<file path="src/rtl/spi_host_master_if.sv">
// Host-side SPI controller bundle: frame request/result handshake plus the
// four SPI pins. The controller uses the master modport.
interface spi_host_master_if #(
  parameter int STATE_SIZE = 41
);
  logic                  start;
  logic [15:0]           write_value;
  logic                  busy;
  logic                  done;
  logic [STATE_SIZE-1:0] state_out;
  logic                  sck;
  logic                  ss;
  logic                  mosi;
  logic                  miso;

  modport master (
    input  start, write_value, miso,
    output busy, done, state_out, sck, ss, mosi
  );

  modport slave (
    output start, write_value, miso,
    input  busy, done, state_out, sck, ss, mosi
  );
endinterface

</file>
<file path="src/rtl/spi_host_master.sv">
// SPI mode-0 host: each accepted start shifts in STATE_SIZE bits of peripheral
// state on MISO while MOSI repeats a 16-bit command word every 16 bits.
module spi_host_master #(
  parameter int STATE_SIZE = 41,
  parameter int CLK_DIV    = 4
) (
  input  logic              clk,
  input  logic              rst,
  spi_host_master_if.master bus
);

  localparam int DIV_W = (CLK_DIV > 1) ? $clog2(CLK_DIV) : 1;
  localparam int BIT_W = $clog2(STATE_SIZE);
  localparam logic [DIV_W-1:0] DIV_LAST = DIV_W'(CLK_DIV - 1);
  localparam logic [BIT_W-1:0] BIT_LAST = BIT_W'(STATE_SIZE - 1);

  typedef enum logic [2:0] {
    S_IDLE,
    S_LEAD,
    S_LOW,
    S_HIGH,
    S_TRAIL,
    S_GAP
  } state_t;

  state_t                r_state, w_state_nxt;
  logic [DIV_W-1:0]      r_div, w_div_nxt;
  logic [BIT_W-1:0]      r_bitn, w_bitn_nxt;
  logic [15:0]           r_cmd, w_cmd_nxt;
  logic [STATE_SIZE-1:0] r_rx;
  logic [STATE_SIZE-1:0] r_state_out;
  logic                  r_busy, r_done, r_sck, r_ss, r_mosi;

  logic                  w_div_last;
  logic                  w_accept;
  logic                  w_sample;
  logic                  w_finish;
  logic                  w_active_nxt;
  logic [3:0]            w_bit_idx;

  assign w_div_last = (r_div == DIV_LAST);
  assign w_accept   = (r_state == S_IDLE) && bus.start;
  assign w_sample   = (r_state == S_LOW)   && w_div_last;
  assign w_finish   = (r_state == S_TRAIL) && w_div_last;

  // NOTE: every signal written here gets a default first, so no path through
  // the case statement can leave it unassigned and infer a latch.
  always_comb begin
    w_state_nxt = r_state;
    w_div_nxt   = r_div;
    w_bitn_nxt  = r_bitn;

    unique case (r_state)
      S_IDLE: begin
        if (bus.start) begin
          w_state_nxt = S_LEAD;
          w_div_nxt   = '0;
          w_bitn_nxt  = '0;
        end
      end
      default: begin
        // Every non-idle phase lasts exactly CLK_DIV cycles.
        w_div_nxt = w_div_last ? '0 : r_div + 1'b1;
        if (w_div_last) begin
          unique case (r_state)
            S_LEAD:  w_state_nxt = S_LOW;
            S_LOW:   w_state_nxt = S_HIGH;
            S_HIGH: begin
              if (r_bitn == BIT_LAST) begin
                w_state_nxt = S_TRAIL;
              end else begin
                w_bitn_nxt  = r_bitn + 1'b1;
                w_state_nxt = S_LOW;
              end
            end
            S_TRAIL: w_state_nxt = S_GAP;
            default: w_state_nxt = S_IDLE;
          endcase
        end
      end
    endcase
  end

  // Pins are registered from the next state so they change cleanly on the
  // same edge the FSM moves, with ss dropping the cycle after acceptance.
  always_comb begin
    w_cmd_nxt    = w_accept ? bus.write_value : r_cmd;
    w_bit_idx    = 4'd15 - w_bitn_nxt[3:0];
    w_active_nxt = (w_state_nxt == S_LEAD) || (w_state_nxt == S_LOW) ||
                   (w_state_nxt == S_HIGH) || (w_state_nxt == S_TRAIL);
  end

  // NOTE: sequential state uses non-blocking assignments so every register
  // samples pre-edge values regardless of statement order.
  always_ff @(posedge clk or posedge rst) begin
    if (rst) begin
      r_state     <= S_IDLE;
      r_div       <= '0;
      r_bitn      <= '0;
      r_cmd       <= '0;
      // NOTE: the receive shifter and result register are reset as well so
      // state_out reads a defined zero before the first completed frame.
      r_rx        <= '0;
      r_state_out <= '0;
      r_busy      <= 1'b0;
      r_done      <= 1'b0;
      r_sck       <= 1'b0;
      r_ss        <= 1'b1;
      r_mosi      <= 1'b0;
    end else begin
      r_state <= w_state_nxt;
      r_div   <= w_div_nxt;
      r_bitn  <= w_bitn_nxt;
      r_cmd   <= w_cmd_nxt;

      // Sample just before the rising edge; MISO settled after the last fall.
      if (w_sample) begin
        r_rx <= {r_rx[STATE_SIZE-2:0], bus.miso};
      end

      r_done <= w_finish;
      if (w_finish) begin
        r_state_out <= r_rx;
      end

      r_busy <= (w_state_nxt != S_IDLE);
      r_ss   <= !w_active_nxt;
      r_sck  <= (w_state_nxt == S_HIGH);
      r_mosi <= w_active_nxt & w_cmd_nxt[w_bit_idx];
    end
  end

  assign bus.busy      = r_busy;
  assign bus.done      = r_done;
  assign bus.state_out = r_state_out;
  assign bus.sck       = r_sck;
  assign bus.ss        = r_ss;
  assign bus.mosi      = r_mosi;

endmodule

</file>
<file path="src/flat_wrapper.sv">
// flat-port wrapper written by rule: the top's interface ports become plain ports
module spi_host_master_flat 
#(
  parameter int STATE_SIZE = 41,
  parameter int CLK_DIV    = 4
)
  (clk, rst, bus_start, bus_write_value, bus_miso, bus_busy, bus_done, bus_state_out, bus_sck, bus_ss, bus_mosi);
  spi_host_master_if #(.STATE_SIZE(STATE_SIZE)) bus_i ();
  input  logic clk;
  input  logic rst;
  input wire logic [$bits(bus_i.start)-1:0] bus_start;
  input wire logic [$bits(bus_i.write_value)-1:0] bus_write_value;
  input wire logic [$bits(bus_i.miso)-1:0] bus_miso;
  output wire logic [$bits(bus_i.busy)-1:0] bus_busy;
  output wire logic [$bits(bus_i.done)-1:0] bus_done;
  output wire logic [$bits(bus_i.state_out)-1:0] bus_state_out;
  output wire logic [$bits(bus_i.sck)-1:0] bus_sck;
  output wire logic [$bits(bus_i.ss)-1:0] bus_ss;
  output wire logic [$bits(bus_i.mosi)-1:0] bus_mosi;
  assign bus_i.start = bus_start;
  assign bus_i.write_value = bus_write_value;
  assign bus_i.miso = bus_miso;
  assign bus_busy = bus_i.busy;
  assign bus_done = bus_i.done;
  assign bus_state_out = bus_i.state_out;
  assign bus_sck = bus_i.sck;
  assign bus_ss = bus_i.ss;
  assign bus_mosi = bus_i.mosi;
  spi_host_master #(.STATE_SIZE(STATE_SIZE), .CLK_DIV(CLK_DIV)) u_core (.clk(clk), .rst(rst), .bus(bus_i));
endmodule
</file>
<file path="config.mk">
export PLATFORM = sky130hd
export DESIGN_NAME = spi_host_master_flat
export DESIGN_NICKNAME = d
export VERILOG_FILES = /design/src/rtl/spi_host_master_if.sv /design/src/rtl/spi_host_master.sv /design/src/flat_wrapper.sv
export SDC_FILE = /design/constraint.sdc
export NUM_CORES = 1
export LEC_CHECK = 0
export CORE_MARGIN = 3
export CORE_UTILIZATION = 51
export CTS_BUF_LIST = sky130_fd_sc_hd__clkbuf_4
export DETAILED_ROUTE_END_ITERATION = 12
export MAX_ROUTING_LAYER = met4
export PLACE_DENSITY = 0.78
export SLEW_MARGIN = 20
export SYNTH_ARGS = -nofsm -noshare
export SYNTH_HDL_FRONTEND = slang
export SYNTH_SLANG_ARGS = --single-unit
</file>
<file path="constraint.sdc">
create_clock -name clk -period 4.4 [get_ports clk]
set_clock_uncertainty 0.2 [all_clocks]
set_input_delay 1.1 -clock clk [delete_from_list [all_inputs] [get_ports clk]]
set_output_delay 1.1 -clock clk [all_outputs]
set_load 0.02 [all_outputs]
</file>
==> out/qor.txt, run 1 <==
Synthesized area per cell -> 13.2 sq um
Number of global-route vias before repair -> 3150
Crit Path Class -> in -> reg
Worst Max-Slew Pin Slew -> 921 ps
# resized after CTS -> 0
Die area -> 0.0104 sq mm
Routability Congestion -> 0.876
Largest net degree at the start of global routing -> 55
Leakage power -> 0.00281 uW
Achievable frequency -> 0.284 GHz
Mapped cell area -> 0.00471 sq mm
Clock slew at reported path FFs -> 100 ps
Hold path depth -> 1
IO buf count -> 65
Max cap viols -> 0
Final min period -> 3520 ps
Layout Utilization -> 0.646
Setup crit start -> bus_start
Width of the chip -> 102 microns
Top-Level Pins -> 66
Outcome -> complete, no violations
Syn Nets -> 381
WP data required -> 4560 ps
Starting density of the core -> 0.532
Flops & latches, synth -> 114
Core Footprint -> 0.00885 sq mm
HP Start -> u_core.r_div[0]$_DFFE_PP0P_
CTS tree -> built
Tcrit/Tclk final -> 0.801
FF-to-FF setup slack -> 1260 ps
Unrepaired setup endpoints after global routing -> no
Via count -> 2973
Final instance area -> 0.00572 sq mm
Total GRT Usage -> 0.192
Hold Path End -> u_core.r_div[0]$_DFFE_PP0P_
Post-DR wirelength/cell -> 16.0 microns
DP Area -> 0.00548 sq mm
VDD IR-drop max -> 245 uV
DRC violations left -> 0
Hpwl dp -> 5.81 mm
Via density -> 5.42
Yosys warnings -> 0
Critical Path End Type -> register
Synthesized instance count -> 358
Nets -> 451
Most frequent cells in the layout -> dfrtp_1, mux2_2, clkdlybuf4s50_1
H-tree depth -> 4
Ant. Diodes -> 0
Synth unique cells -> 45
Total grt overflow -> 0
Max_slew headroom -> 0.386
Routed wire length -> 8.78 mm
Ys flop type -> dfrtp_1
Endpoints failing setup -> 0
Post-CTS Setup Inserts -> 0
Sequential area share after synthesis -> 0.606
Number of flops mapped to enable cells by yosys -> 0
Final-report hold violation count -> 0
Share of cells above drive strength 1 -> 0.299
Synth-to-Final Area Change -> 21.4%
Min Hold Slack -> 292 ps
Arr. time, crit path -> 3680 ps
First-pass GRT wire length -> 15.0 mm
# rows -> 34
Max Slew Vio Count -> 0
Antenna violations before repair -> 0
Reg2Reg Depth -> 9
Sink Count -> 114
Worst min path class -> reg -> reg
Worst r2r src -> u_core.r_bitn[0]$_DFF_PP0_
Setup TNS -> 0 ps
Num CTS Buffers -> 17
Remaining antenna violation count after routing -> 0
PwrDens -> 310 mW/mm^2
Root Driver -> clkbuf_4
Die H -> 102 microns
DRT iter0 DRCs -> 133
Most common cell after layout, fill and taps aside -> dfrtp_1
Setup crit start kind -> input pin
Worst-Skew Late Latency -> 500 ps
Reg2reg end -> u_core.bus.mosi$_DFF_PP0_
CTS Hold Bufs -> 0
Clk buf depth -> 2
Fillers -> 685
Asr flop ratio synth -> 1.00
Worst Path Max Fanout -> 6
First-pass iteration count of the detailed router -> 4
[synthesized netlist by cell type, types with 2 or more instances]
library cell,number,area [sq um]
or3_1,3,18.8
inv_1,12,45.0
o211ai_1,3,22.5
nor2_1,12,45.0
ha_1,3,37.5
and3_1,2,12.5
nand2_1,41,154
dfrtp_1,113,2830
mux2i_1,11,110
nor3_1,3,15.0
a21oi_1,7,35.0
nand4_1,2,12.5
mux2_2,85,957
o22ai_1,2,12.5
o21ai_1,2,10.0
clkbuf_1,16,60.1
a31o_2,2,17.5
o21ai_0,10,50.1
nand3_1,3,15.0
[power breakdown]
group	switching, uW	internal (uW)	total (uW)
combinational	32.9	27.4	60.2
clock	406	242	648
sequential	5.16	1060	1060
total	444	1330	1770
[per-stage QoR]
step | power (uW) | instances | setup WS, ps
after global placement | 1140 | 517 | 498
after global routing | 1850 | 549 | 727
after detailed placement | 1150 | 517 | 370
after floorplan | 1110 | 358 | 85.9
after CTS | 1800 | 549 | 905
final | 1770 | 549 | 878
[critical path: stages]
cell             delay, ps
clkdlybuf4s50_1        530
or4b_1                 610
mux2i_1                250
inv_1                   80
mux4_2                 450
o21ba_1                200
o41ai_2                330
o41ai_1                130
[sequential cells by signal, summed over array words and instances, names as in the netlist]
| signal | count |
|---|---|
| u_core.r_bitn | 6 |
| u_core.r_state | 3 |
| u_core.r_rx | 41 |
| u_core.bus.state_out | 41 |
| u_core.bus.mosi | 1 |
| u_core.r_cmd | 16 |
| u_core.bus.busy | 1 |
| u_core.bus.done | 1 |
| u_core.r_div | 2 |
| u_core.bus.ss | 1 |
| u_core.bus.sck | 1 |
[logic make-up (layout without fill, tap and decap cells)]
| family | after synthesis | count (layout) | synth area share |
|---|---|---|---|
| mux | 97 | 97 | 0.231 |
| flops | 114 | 114 | 0.606 |
| compound gates | 36 | 36 | 0.0507 |
| xor+xnor | 2 | 2 | 0.00372 |
| buf+inv | 32 | 115 | 0.0282 |
| fa+ha+maj | 3 | 3 | 0.00797 |
| simple gates | 74 | 74 | 0.0722 |
[metal layers]
| layer | up-vias | track usage | wire length (microns) |
|---|---|---|---|
| met5 | - | - | 0 |
| met4 | 0 | 0.0636 | 90 |
| met3 | 11 | 0.0696 | 500 |
| met2 | 71 | 0.302 | 4290 |
| met1 | 1487 | 0.232 | 3900 |
| li1 | 1404 | - | - |
[worst max path at each step]
stage	endpoint	slack, ps	cells after the start
after global routing	u_core.bus.mosi$_DFF_PP0_	730	9
after global placement	u_core.bus.mosi$_DFF_PP0_	500	8
after detailed placement	u_core.bus.mosi$_DFF_PP0_	370	8
after floorplan	u_core.bus.busy$_DFF_PP0_	90	1
after CTS	u_core.bus.mosi$_DFF_PP0_	910	9
final	u_core.bus.mosi$_DFF_PP0_	880	8
[layout make-up]
class	instances	area, sq um	area share
Clock buffer	20	150	0.0263
Clock inverter	12	86.3	0.0151
Inverter	12	47.5	0.00832
Multi-Input combinational cell	212	1740	0.304
Sequential cell	114	2850	0.499
Tap cell	108	135	0.0236
Timing Repair Buffer	71	708	0.124
Power figures use the tool's default switching activity.
==> inputs of run 2 (changes only) <==
Settings changed: CORE_UTILIZATION 51 to 56, PLACE_DENSITY 0.78 to 0.81.
Clock period 4.4 ns to 3.3 ns, I/O delays scaled along.
==> out/qor.txt, run 2 (synthesized netlist as in run 1, its figures left out) <==
Outcome -> complete, no violations
Ant. Diodes -> 0 (unchanged)
First-pass GRT wire length -> 15.1 mm (+0.55%)
Clk buf depth -> 2 (unchanged)
Number of global-route vias before repair -> 3134 (-0.51%)
PnR Total Power -> 2620 uW (+48%)
Die area -> 0.00955 sq mm (-8.4%)
IO buf count -> 65 (unchanged)
Root Driver -> clkbuf_4
CTS Hold Bufs -> 0 (unchanged)
# rows -> 32 (-5.9%)
WP data required -> 3460 ps (-1100 ps)
Max cap viols -> 0 (unchanged)
Num CTS Buffers -> 17 (unchanged)
Leakage power -> 0.00291 uW (+3.6%)
Share of cells above drive strength 1 -> 0.315 (+0.0157)
Nets -> 465 (+3.1%)
Achievable frequency -> 0.317 GHz
Remaining antenna violation count after routing -> 0 (unchanged)
Endpoints failing setup -> 0 (unchanged)
Width of the chip -> 97.7 microns (-4.3%)
Most frequent cells in the layout -> dfrtp_1, mux2_2, clkdlybuf4s50_1
Via density -> 5.44 (+0.43%)
DRT iter0 DRCs -> 139 (+4.5%)
Max_slew headroom -> 0.530 (+0.144)
Fin cells -> 556 (+1.3%)
VDD IR-drop max -> 362 uV (+48%)
Starting density of the core -> 0.594 (+0.0618)
Top-Level Pins -> 66 (unchanged)
Routed wire length -> 8.68 mm (-1.2%)
First-pass iteration count of the detailed router -> 5 (+1)
Post-DR wirelength/cell -> 15.6 microns (-2.4%)
Crit Path Class -> in -> reg
Core Footprint -> 0.00793 sq mm (-10%)
Via count -> 3024 (+1.7%)
Critical Path End Type -> register
Die H -> 97.7 microns (-4.3%)
Hpwl dp -> 5.79 mm (-0.44%)
Sink Count -> 114 (unchanged)
Synth-to-Final Area Change -> 24.9%
DP Area -> 0.00557 sq mm (+1.6%)
Max Slew Vio Count -> 0 (unchanged)
Worst Path Max Fanout -> 4 (-2)
Largest net degree at the start of global routing -> 59 (+7.3%)
Worst Max-Slew Pin Slew -> 706 ps (-216 ps)
Final min period -> 3160 ps
Worst min path class -> reg -> reg
H-tree depth -> 4 (unchanged)
Final instance area -> 0.00588 sq mm (+2.9%)
Arr. time, crit path -> 3320 ps (-360 ps)
Slack of the critical path -> 141 ps (-737 ps)
Worst slack at placement -> -339 ps (-708 ps)
Clock slew at reported path FFs -> 110 ps (about the same)
PwrDens -> 445 mW/mm^2 (+44%)
Total GRT Usage -> 0.203 (+0.0107)
CTS tree -> built
Post-CTS Setup Inserts -> 0 (unchanged)
Final-report hold violation count -> 0 (unchanged)
Routability Congestion -> 0.893 (+2.0%)
Antenna violations before repair -> 0 (unchanged)
Setup crit start kind -> input pin
Unrepaired setup endpoints after global routing -> no
Worst-Skew Late Latency -> 490 ps (about the same)
Most common cell after layout, fill and taps aside -> dfrtp_1
Inst Count DP -> 525 (+1.5%)
# resized after CTS -> 0 (unchanged)
DRC violations left -> 0 (unchanged)
Tcrit/Tclk final -> 0.957
Total grt overflow -> 0 (unchanged)
## run 2: final timing paths
path / from / endpoint / slack (ps) / depth (start not counted)
worst max-delay path: bus_start / u_core.bus.mosi$_DFF_PP0_ / 140 / 9
worst max register to register: u_core.r_state[2]$_DFF_PP0_ / u_core.bus.mosi$_DFF_PP0_ / 420 / 8
min in group asynchronous: rst / u_core.bus.state_out[27]$_DFFE_PP0P_ / 710 / 3
max in group asynchronous: rst / u_core.r_bitn[2]$_DFF_PP0_ / 1700 / 3
worst min-delay path: u_core.r_div[0]$_DFFE_PP0P_ / u_core.r_div[0]$_DFFE_PP0P_ / 290 / 1
worst min register to register: u_core.r_div[0]$_DFFE_PP0P_ / u_core.r_div[0]$_DFFE_PP0P_ / 290 / 1
## run 2: where the power goes
part / switching [uW] / total [uW] / leakage (uW) / internal, uW
registers: 6.87 / 1420 / 0.00154 / 1410
clock network: 524 / 1120 / 0.000163 / 597
logic: 43.0 / 80.0 / 0.00121 / 37.0
## run 2: layout make-up
type	instances	area (sq um)
Sequential cell	114	2850
Fill cell	537	2040
Multi-Input combinational cell	212	1740
Timing Repair Buffer	85	801
Clock inverter	14	188
Clock buffer	17	128
Tap cell	102	128
Inverter	12	48.8
## run 2: critical path, cell delays in order
cell and delay (ps):
clkdlybuf4s50_1 490, or4b_1 560, buf_4 200, nand2_1 60, nand2_1 70, mux4_2 480
o21ba_1 190, o41ai_2 320, o41ai_1 110
## run 2: routing by layer
metal  track usage  wire length (microns)
met1         0.256                   3860
met2         0.312                   4320
met3        0.0682                    391
met4        0.0682                    112
met5             -                      0
## run 2: through the flow
step | util | hold WS [ps] | TNS (ps)
3_3_place_gp | 0.702 | 257 | -280
6_report | 0.742 | 290 | 0
5_1_grt | 0.742 | 322 | 0
2_1_floorplan | - | 237 | 0
4_1_cts | 0.742 | 289 | 0
3_5_place_dp | 0.702 | 269 | -339
==> inputs of run 3 (changes only) <==
Settings changed: SETUP_SLACK_MARGIN set to 0.05.
==> results of run 3 <==
Final layout, timing and power as in run 2 (identical DEF).
==> patch (settings of run 1) <==
`CLK_DIV` is set to 4 in 2 places; all go to 16.
--- a/src/rtl/spi_host_master.sv
+++ b/src/rtl/spi_host_master.sv
@@ -2,7 +2,7 @@
 // state on MISO while MOSI repeats a 16-bit command word every 16 bits.
 module spi_host_master #(
   parameter int STATE_SIZE = 41,
-  parameter int CLK_DIV    = 4
+  parameter int CLK_DIV    = 16
 ) (
   input  logic              clk,
   input  logic              rst,
--- a/src/flat_wrapper.sv
+++ b/src/flat_wrapper.sv
@@ -2,7 +2,7 @@
 module spi_host_master_flat 
 #(
   parameter int STATE_SIZE = 41,
-  parameter int CLK_DIV    = 4
+  parameter int CLK_DIV    = 16
 )
   (clk, rst, bus_start, bus_write_value, bus_miso, bus_busy, bus_done, bus_state_out, bus_sck, bus_ss, bus_mosi);
   spi_host_master_if #(.STATE_SIZE(STATE_SIZE)) bus_i ();
Behaviour: not the same (a bounded check fails within 10 cycles, from zero or initial values and one cycle with rst high).
==> patch against run 1 <==
  * Final cell count grew 7.7%
  * Sequential cell count increased by 2
  * Worst hold slack gained 13 ps
  * Highest routed layer unchanged
  * Largest cell class unchanged
  * Clock power up 14%
  * Design area is 4.4% higher
  * Worst setup slack worse by 20 ps
  * Area after synthesis increased by 4.9%
  * Total power is 6.0% higher
  * First-iteration DRC count decreased by 25%
  * Non-clock buffer count is 2 lower
  * Wire length up 2.5%
  * Die area up 4.6%
==> patch: results (changes against run 1) <==
worst vdd ir=217 uV (-11%); data arrival time of the critical path=3760 ps (+80 ps); Distinct cells, synth=43 (-4.4%); CP max stage delay=680 ps (+70 ps); Reg clk slew, reported paths=120 ps (+20 ps); Slew headroom=38.5% (-0.13 points); HPWL after DPL=5840 um (+0.46%); DR iter-0 viols=100 (-25%); pre-CTS setup slack=414 ps (+44.0 ps); Synth Area in Compound Gates=5.65% (+0.58 points); via count of the first global-routing pass=3,265 (+3.7%); outcome=finished clean; Leakage Power=2.89 nW (+2.9%); Main synth FF type=dfrtp_1; Ys Warns=0 (unchanged); post-synthesis average cell area=12.9 um2 (-2.0%); first-pass GRT wire length=15,800 um (+4.9%); largest net degree at the start of global routing=77 (+40%); Synth Area in XOR/XNOR=0.532% (+0.16 points); top post-synthesis cells by area=dfrtp_1, mux2_2, nand2_1, mux2i_1, o21ai_0; layout cell share with drive strength beyond 1=28.8% (-1.1 points); post-cts gate resize count=0 (unchanged); Adder-Cell Fraction of Synth Area=0.760% (-0.037 points); synth cell count leaders=dfrtp_1, mux2_2, nand2_1, o21ai_0, buf_2; Cell Count, Final, Fillers Out=591 (+7.7%); Syn Nets=406 (+6.6%); worst r2r path cells=7 (-2); Num CTS Buffers=17 (unchanged); placed cell areas=5690 um2 (+3.8%); mux share of post-synthesis cell area=22.4% (-0.69 points); GRT Total Usage=18.5% (-0.75 points); placed insts=559 (+8.1%); final RePlAce weighted congestion=0.825 (-5.8%); DRT Wirelength=9010 um (+2.5%); vias post-DR=3,192 (+7.4%); post-synthesis sequential area ratio=58.8% (-1.8 points); maximum fanout along the worst path=16 (+10); Worst-Skew Late Latency=520 ps (+20 ps); fin nets=472 (+4.7%)
## patch: logic make-up (layout without fill, tap and decap cells)
group | count (synthesis) | count (layout)
flip-flops | 116 | 116
multiplexers | 98 | 98
buffers and inverters | 33 | 112
XOR/XNOR | 3 | 3
adder cells (fa/ha/maj) | 3 | 3
AND/OR/NAND/NOR | 90 | 90
AO/OA/AOI/OAI | 40 | 40
## patch: critical path, delay by kind of cell
kind / cells / cell delay, ps
buf+inv: 1 / 450
simple gates: 3 / 950
mux: 1 / 660
compound gates: 3 / 590
## patch: final timing paths
kind / startpoint / endpoint / slack (ps)
max: bus_start / u_core.bus.mosi$_DFF_PP0_ / 860
min: u_core.r_bitn[4]$_DFFE_PP0P_ / u_core.r_bitn[4]$_DFFE_PP0P_ / 300
max reg2reg: u_core.r_state[1]$_DFF_PP0_ / u_core.bus.mosi$_DFF_PP0_ / 1290
min reg2reg: u_core.r_bitn[4]$_DFFE_PP0P_ / u_core.r_bitn[4]$_DFFE_PP0P_ / 300
max in group asynchronous: rst / u_core.r_rx[21]$_DFFE_PP0P_ / 2460
min in group asynchronous: rst / u_core.bus.state_out[7]$_DFFE_PP0P_ / 770
## patch: final cells by class
cell class / instances / area, um2
Timing Repair Buffer: 69 / 693
Clock buffer: 17 / 128
Multi-Input combinational cell: 234 / 1890
Sequential cell: 116 / 2900
Fill cell: 746 / 3360
Tap cell: 129 / 161
Clock inverter: 15 / 149
Inverter: 11 / 43.8
## patch: report_power, final
group	switching (mW)	internal (mW)
clock network	0.447	0.294
registers	0.00501	1.07
logic	0.0319	0.0266
## patch: layer usage
metal	GRT usage [%]	part of all wire, %
met1	24.0	45
met2	27.2	48
met3	7.64	5.9
met4	4.65	0.49
met5	-	0
